### config.mk
export PLATFORM = sky130hd
export DESIGN_NAME = reg_file_dumper
export DESIGN_NICKNAME = d
export VERILOG_FILES = /design/src/rtl/reg_file_dumper.sv
export SDC_FILE = /design/constraint.sdc
export NUM_CORES = 1
export LEC_CHECK = 0
export ABC_AREA = 1
export BUFFER_PORTS_ARGS = -buffer_cell sky130_fd_sc_hd__clkbuf_2
export CORE_ASPECT_RATIO = 1.2
export CORE_UTILIZATION = 31
export DETAILED_ROUTE_END_ITERATION = 16
export GPL_ROUTABILITY_DRIVEN = 1
export GPL_TIMING_DRIVEN = 0
export PLACE_DENSITY = 0.63
export REMOVE_ABC_BUFFERS = 1
export SYNTH_ARGS = -nofsm -noshare
export SYNTH_HDL_FRONTEND = slang
export SYNTH_SLANG_ARGS = --single-unit
export TNS_END_PERCENT = 1
### constraint.sdc
create_clock -name CLK -period 1.5 [get_ports CLK]
set_input_delay 0.15 -clock CLK [delete_from_list [all_inputs] [get_ports CLK]]
set_output_delay 0.15 -clock CLK [all_outputs]
set_load 0.05 [all_outputs]
### src/rtl/reg_file_dumper.sv
// Debug readout engine: sweeps the register file read port from START_REG to
// NUM_REGS-1, streams each value out on valid/ready and keeps an XOR checksum.
module reg_file_dumper #(
  parameter int NUM_REGS  = 32,
  parameter int ADDR_W    = 5,
  parameter int DATA_W    = 64,
  parameter int START_REG = 0
) (
  input  logic              CLK,
  input  logic              reset,
  input  logic              dump_start,
  output logic [ADDR_W-1:0] rd_addr,
  input  logic [DATA_W-1:0] rd_data,
  output logic              out_valid,
  input  logic              out_ready,
  output logic [DATA_W-1:0] out_data,
  output logic [ADDR_W-1:0] out_index,
  output logic              out_last,
  output logic              busy,
  output logic              wb_stall,
  output logic              done,
  output logic [DATA_W-1:0] checksum
);

  typedef enum logic [1:0] {
    S_IDLE,
    S_LOAD,
    S_SEND,
    S_DONE
  } state_t;

  localparam logic              EMPTY = (START_REG > NUM_REGS - 1);
  localparam logic [ADDR_W-1:0] FIRST = ADDR_W'(START_REG);
  localparam logic [ADDR_W-1:0] LAST  = ADDR_W'(NUM_REGS - 1);

  state_t              state_q;
  logic [ADDR_W-1:0]   rd_addr_q;
  logic                out_valid_q;
  logic [DATA_W-1:0]   out_data_q;
  logic [ADDR_W-1:0]   out_index_q;
  logic                out_last_q;
  logic                busy_q;
  logic                done_q;
  logic [DATA_W-1:0]   checksum_q;

  always_ff @(posedge CLK) begin
    if (reset) begin
      state_q     <= S_IDLE;
      rd_addr_q   <= '0;
      out_valid_q <= 1'b0;
      out_data_q  <= '0;
      out_index_q <= '0;
      out_last_q  <= 1'b0;
      busy_q      <= 1'b0;
      done_q      <= 1'b0;
      checksum_q  <= '0;
    end else begin
      done_q <= 1'b0;
      case (state_q)
        S_IDLE: begin
          if (dump_start) begin
            checksum_q <= '0;
            busy_q     <= 1'b1;
            // An out-of-range first register yields an empty dump.
            if (EMPTY) begin
              done_q  <= 1'b1;
              state_q <= S_DONE;
            end else begin
              rd_addr_q <= FIRST;
              state_q   <= S_LOAD;
            end
          end
        end
        S_LOAD: begin
          out_data_q  <= rd_data;
          out_index_q <= rd_addr_q;
          out_last_q  <= (rd_addr_q == LAST);
          out_valid_q <= 1'b1;
          state_q     <= S_SEND;
        end
        S_SEND: begin
          if (out_ready) begin
            checksum_q  <= checksum_q ^ out_data_q;
            out_valid_q <= 1'b0;
            if (out_last_q) begin
              done_q  <= 1'b1;
              state_q <= S_DONE;
            end else begin
              rd_addr_q <= rd_addr_q + 1'b1;
              state_q   <= S_LOAD;
            end
          end
        end
        S_DONE: begin
          busy_q  <= 1'b0;
          state_q <= S_IDLE;
        end
        default: state_q <= S_IDLE;
      endcase
    end
  end

  assign rd_addr   = rd_addr_q;
  assign out_valid = out_valid_q;
  assign out_data  = out_data_q;
  assign out_index = out_index_q;
  assign out_last  = out_last_q;
  assign busy      = busy_q;
  assign wb_stall  = busy_q;
  assign done      = done_q;
  assign checksum  = checksum_q;

endmodule

-- Word level (Yosys, flattened, before mapping)
Index checks and enable logic that the tools add are counted.
W data, S select, Z words.
- add/sub/neg operators: 1
- multiply operators: 0
- div/mod/pow operators: 0
- magnitude comparators: 0
- eq/ne operators: 7
- shift operators: 0
- mux-type cells: 16
- bitwise operators: 3
- reductions and logical operators: 10
- operators with widths (cell ; number):
    $mux W64 ; 2
    $pmux W64 S2 ; 1
    $xor A64 B64 Y64 ; 1
    $mux W5 ; 3
    $pmux W5 S2 ; 1
    $pmux W2 S4 ; 1
    $mux W2 ; 3
    $ne A2 B2 Y1 const B ; 3
    $reduce_and A2 Y1 ; 3
    $reduce_bool A2 Y1 ; 3
    $add A5 B1 Y5 const B ; 1
    $eq A5 B5 Y1 const B ; 1
    $eq A2 B2 Y1 const B ; 2
    $pmux W1 S2 ; 2
    $reduce_and A4 Y1 ; 1
    $mux W1 ; 3
    $reduce_and A3 Y1 ; 1
    $reduce_or A3 Y1 ; 1
    $eq A2 B1 Y1 const B ; 1
    $logic_not A2 Y1 ; 1
    $not A1 Y1 ; 2
- bits in registers: 144
- bits in latches: 0
- RAM bits: 0
- bits in read-only memories: 0
- input bits: 68
- output and inout port bits: 143
- memories kept: 0

-- Logic depth before layout (Yosys ltp)
- word-level depth: 4
- mapped depth: 8
- gate-level depth less buffers: 8

-- Worst setup path before layout
OpenSTA, ideal clock, no wires.
- kind: register to register
- start point: register rd_addr_q[0] (netlist: rd_addr[0])
- end point: register rd_addr_q[4] (netlist: rd_addr[4])
- library setup time: 114 ps
- arrival time: 1502 ps
- required time: 1386 ps
- setup slack: -116 ps
- stages on the path, launching flop included: 7
- path buffers: 0
- cells stage by stage: dfxtp_1 -> ha_1 -> inv_1 -> nor3_1 -> ha_1 -> a21oi_1 -> nor2_1
- word-level cells in the longest chain between the ends: 4
- ends and longest elaborated chain (what ; line ; RTL):
    start: declaration ; 37 ; logic [ADDR_W-1:0] rd_addr_q;
    start signal: assignment ; 89 ; rd_addr_q <= rd_addr_q + 1'b1;
    $add A5 B1 Y5 ; 89 ;
    $mux W5 ; 85 ; if (out_last_q) begin
    $mux W5 ; 82 ; if (out_ready) begin
    $pmux W5 S2 ; 59 ; case (state_q)
Every way passes these cells. The select of a mux whose other input is x is not followed.
A chain may end at the register's enable or synchronous reset.

-- Worst setup path in the final report
- start point: register state_q[0]
- end point: register checksum_q[57] (netlist: checksum[57])
- word-level cells in the longest chain between the ends: 3
- elaborated cells between the ends (all ways): 7
- those cells by class: eq/ne: 3; mux: 1; reduce/logical: 3
- ends and longest elaborated chain (what ; line ; RTL):
    start: declaration ; 36 ; state_t state_q;
    start signal: assignment ; 48 ; state_q <= S_IDLE;
    start signal: assignment ; 67 ; state_q <= S_DONE;
    start signal: assignment ; 70 ; state_q <= S_LOAD;
    $eq A2 B2 Y1 or $logic_not A2 Y1 (tied branches) ; 59 ;
    $ne A2 B2 Y1 (no line) or $reduce_bool A2 Y1 (tied branches) ; - ;
    $reduce_and A3 Y1 (no line) ; - ;
    end signal: assignment ; 83 ; checksum_q <= checksum_q ^ out_data_q;
    end: declaration ; 44 ; logic [DATA_W-1:0] checksum_q;
Several ways; a longest one is shown, not always the timed one.

==> results.yml <==
routing:
  drc: 0
  num_vias: 5753
  firstDrtPassIters: 4
  initialDrtViolationCount: 324
  post_drt_wl_per_cell_um: 16.1
  totalWireLength_um: 19500
  postRouteAntennaNets: 0
  viasPerCell: 4.72
clock_tree:
  clk_pin_slew_worst_paths_ps: 60
  h-tree-depth: 4
  cts_inserted_buffers: 17
  clock_path_buffers: 2
  cts_root_buffer: "clkbuf_16"
  cts_sinks: 144
  cts_tree: "done"
  insertion_delay_ps: 410
timing:
  rsz0062_at_grt: "false"
  tightest_slew_ps: 652
  finalMaxSlewViolations: 0
  finalSetupViolCount: 0
  max_freq_mhz: 708
  finalCritPeriodShare: 0.942
  hold_violations: 0
  period_minus_slack_ps: 1410
  slew_headroom: 0.564
  fin_skew_ps: 6.87
  setup_slack_ps: 86.7
floorplanning:
  die_y_um: 149
  ios: 211
  coreArea_um2: 17600
  initial_utilization: 0.318
  fp.dieArea_um2: 18600
  dieWidth_um: 125
  row_count: 53
setup_path:
  required_ps: 1840
  slowest_delay_ps: 360
  path_max_fanout: 14
  crit_top_cell: "nand2_8"
  critPathLaunchType: "register"
  setup.worst_path.end_class: "register"
  r2r_slack_ps: 90
  arrival_ps: 1750
  crit_chain: "nor2_4, nand2_8, buf_12, nand2_8, nand3_1, a21oi_1"
  r2r_end: "checksum[57]"
  worst_path_max_delay_cell: "dfxtp_4"
  critical_path_class: "reg2reg"
  r2r_start: "state_q[0]"
  reg2reg_depth: 6
placement:
  pre_cts_ws_ps: -1050
  finalWeightedCongestion: 0.722
  placed_cells_incl_taps: 1099
  io_buffers: 210
  dpl.hpwl_um: 9450
grt:
  antenna_found_initial: 0
  grt_usage: 0.210
  grt_max_degree: 42
  grt-ovfl-total: 0
  grt_pass1_vias: 5543
  grt_pass1_wl_um: 30200
synthesis:
  synthXorXnorAreaFrac: 0.0423
  synth_compound_area_frac: 0.134
  yosysTopAreaCellShare: 0.515
  synth-simple-area-share: 0.249
  synth_cell_types: 22
  syn_inst: 714
  yosys_warnings: 0
  synth_area_leaders: "dfxtp_1 52%, nor2_1 12%, a21oi_1 6.7%"
  yosysTopAreaCell: "dfxtp_1"
  synth_area_um2: 5590
  ys_seq_area_frac: 0.515
  synthAdderAreaFrac: 0.00447
  synth.area.mux_share: 0
  avgSynthCellArea_um2: 7.83
  synth_top_family_by_area: "simple AND/OR/NAND/NOR gates"
  synth_seq_cells: 144
final_layout:
  area_growth_pct: 49.5
  fillCellCount: 1661
  finalNonFillerCells: 1218
  drive_above_1_share: 0.296
  num-nets-final: 1056
  insertedDiodeCount: 0
power_and_ir_drop:
  peakVddDrop_uv: 746
  powerDensity_nw_per_um2: 1290
  p_leak_nw: 3.76
job:
  max-cap-violations: 0
status:
  status: "finished clean"
hold_path:
  min_to: "out_data[2]"
  hold_class: "in2reg"
  hp-start: "rd_data[2]"
  min_path_cells: 3
[repair_timing]
item | in CTS | in global routing
cloned | 10 | 1
hold buffers | 59 | 0
pin swaps | 7 | 5
gates resized for setup | 28 | 6
endpoints found under the hold margin | 59 | 0
endpoints found under the setup margin | 141 | 118
buffers inserted | 7 | 11
[stage by stage]
step / power (mW) / setup TNS, ps / util / hold WS (ps) / cell area, um^2
floorplan: 5.67 / -94130 / - / 219 / 5340
global placement: 6.22 / -302680 / 0.379 / 388 / 6670
detailed placement: 6.23 / -99760 / 0.382 / 403 / 6720
CTS: 10.8 / -547 / 0.467 / 0.125 / 8220
global route: 11.2 / 0 / 0.476 / 24.1 / 8360
finish: 10.8 / 0 / 0.476 / 9.48 / 8360
[worst max-delay path by stage]
stage / depth (start not counted) / end / startpoint
2_1_floorplan: 5 / out_index[0] / state_q[1]
3_3_place_gp: 5 / out_index[0] / state_q[1]
3_5_place_dp: 6 / checksum[39] / state_q[0]
4_1_cts: 6 / rd_addr[1] / state_q[0]
5_1_grt: 6 / checksum[23] / state_q[0]
6_report: 6 / checksum[57] / state_q[0]
[metal layers]
layer  vias up  track usage  part of all wire
met5         -            0                 0
met4         0       0.0747             0.014
met3        14       0.0416             0.049
met2       176        0.363              0.49
met1      2675        0.259              0.45
li1       2888            -                 -
[layout by cell type (no fill, tap or decap), types with 2 or more instances in the layout]
master | synthesis | routed
clkinv_4 | 0 | 2
bufinv_16 | 0 | 2
o21ai_1 | 3 | 3
dfxtp_1 | 144 | 141
nand3_2 | 8 | 7
clkbuf_1 | 16 | 2
ha_1 | 2 | 2
clkbuf_8 | 0 | 2
nand3_1 | 62 | 62
xor2_1 | 27 | 27
nand2_8 | 0 | 7
clkbuf_16 | 0 | 17
clkinv_2 | 0 | 4
nor2_1 | 172 | 172
nor3_1 | 2 | 2
dlygate4sd3_1 | 0 | 59
inv_1 | 11 | 9
a21oi_4 | 1 | 2
inv_2 | 4 | 3
nand2_1 | 82 | 80
buf_6 | 4 | 2
buf_12 | 0 | 5
nor2_4 | 0 | 3
o21ai_0 | 69 | 69
a21oi_1 | 75 | 74
dfxtp_2 | 0 | 2
clkbuf_2 | 0 | 209
buf_4 | 4 | 12
clkinvlp_4 | 0 | 2
nand2_4 | 1 | 3
[state kept, by name (all words and copies together), names as in the netlist]
name	count
checksum	64
out_data	64
out_index	5
rd_addr	5
state_q	2
busy	1
done	1
out_last	1
out_valid	1
[logic make-up after synthesis]
| group | after synthesis |
|---|---|
| DFF | 144 |
| and+or+nand+nor | 331 |
| xor gates and xnor gates | 27 |
| buffers and inverters | 62 |
| AOI/OAI and AO/OA | 148 |
| adders and majority gates | 2 |
[power breakdown]
| group | leakage, nW | switching [mW] | internal [mW] | total, mW |
|---|---|---|---|---|
| clock | 0.279 | 1.70 | 2.52 | 4.22 |
| sequential | 1.18 | 0.209 | 4.05 | 4.26 |
| combinational | 2.30 | 1.65 | 0.680 | 2.33 |
| total | 3.76 | 3.56 | 7.25 | 10.8 |
[cell type report]
cell class                 instances  area (um^2)  share of cell area
timing repair inverter             1         16.3             0.00195
timing repair buffer             290         1920               0.229
tap                              220          275              0.0329
sequential                       144         2890               0.346
clock buffer                      21          460              0.0551
inverter                          15         82.6             0.00988
clock inverter                    10          113              0.0135
multi-input combinational        517         2610               0.312
[synthesized netlist by cell type]
cell and number:
inv_2 4, dfxtp_1 144, nand2_4 1, a21oi_1 75, xor2_1 27, inv_1 11
ha_1 2, buf_2 23, buf_6 4, nor2_2 2, a21oi_4 1, nor3_1 2
clkbuf_1 16, nand3_1 62, nand4_1 1, nand2_1 82, buf_4 4, o21ai_1 3
o21ai_0 69, nand2_2 1, nor2_1 172, nand3_2 8
[worst max-delay path, delay by kind of cell (launching register included)]
| kind | cells | cell delay, ps |
|---|---|---|
| and+or+nand+nor | 4 | 660 |
| DFF | 1 | 360 |
| buffers and inverters | 1 | 180 |
| AOI/OAI and AO/OA | 1 | 120 |
(Power assumes the default switching activity.)
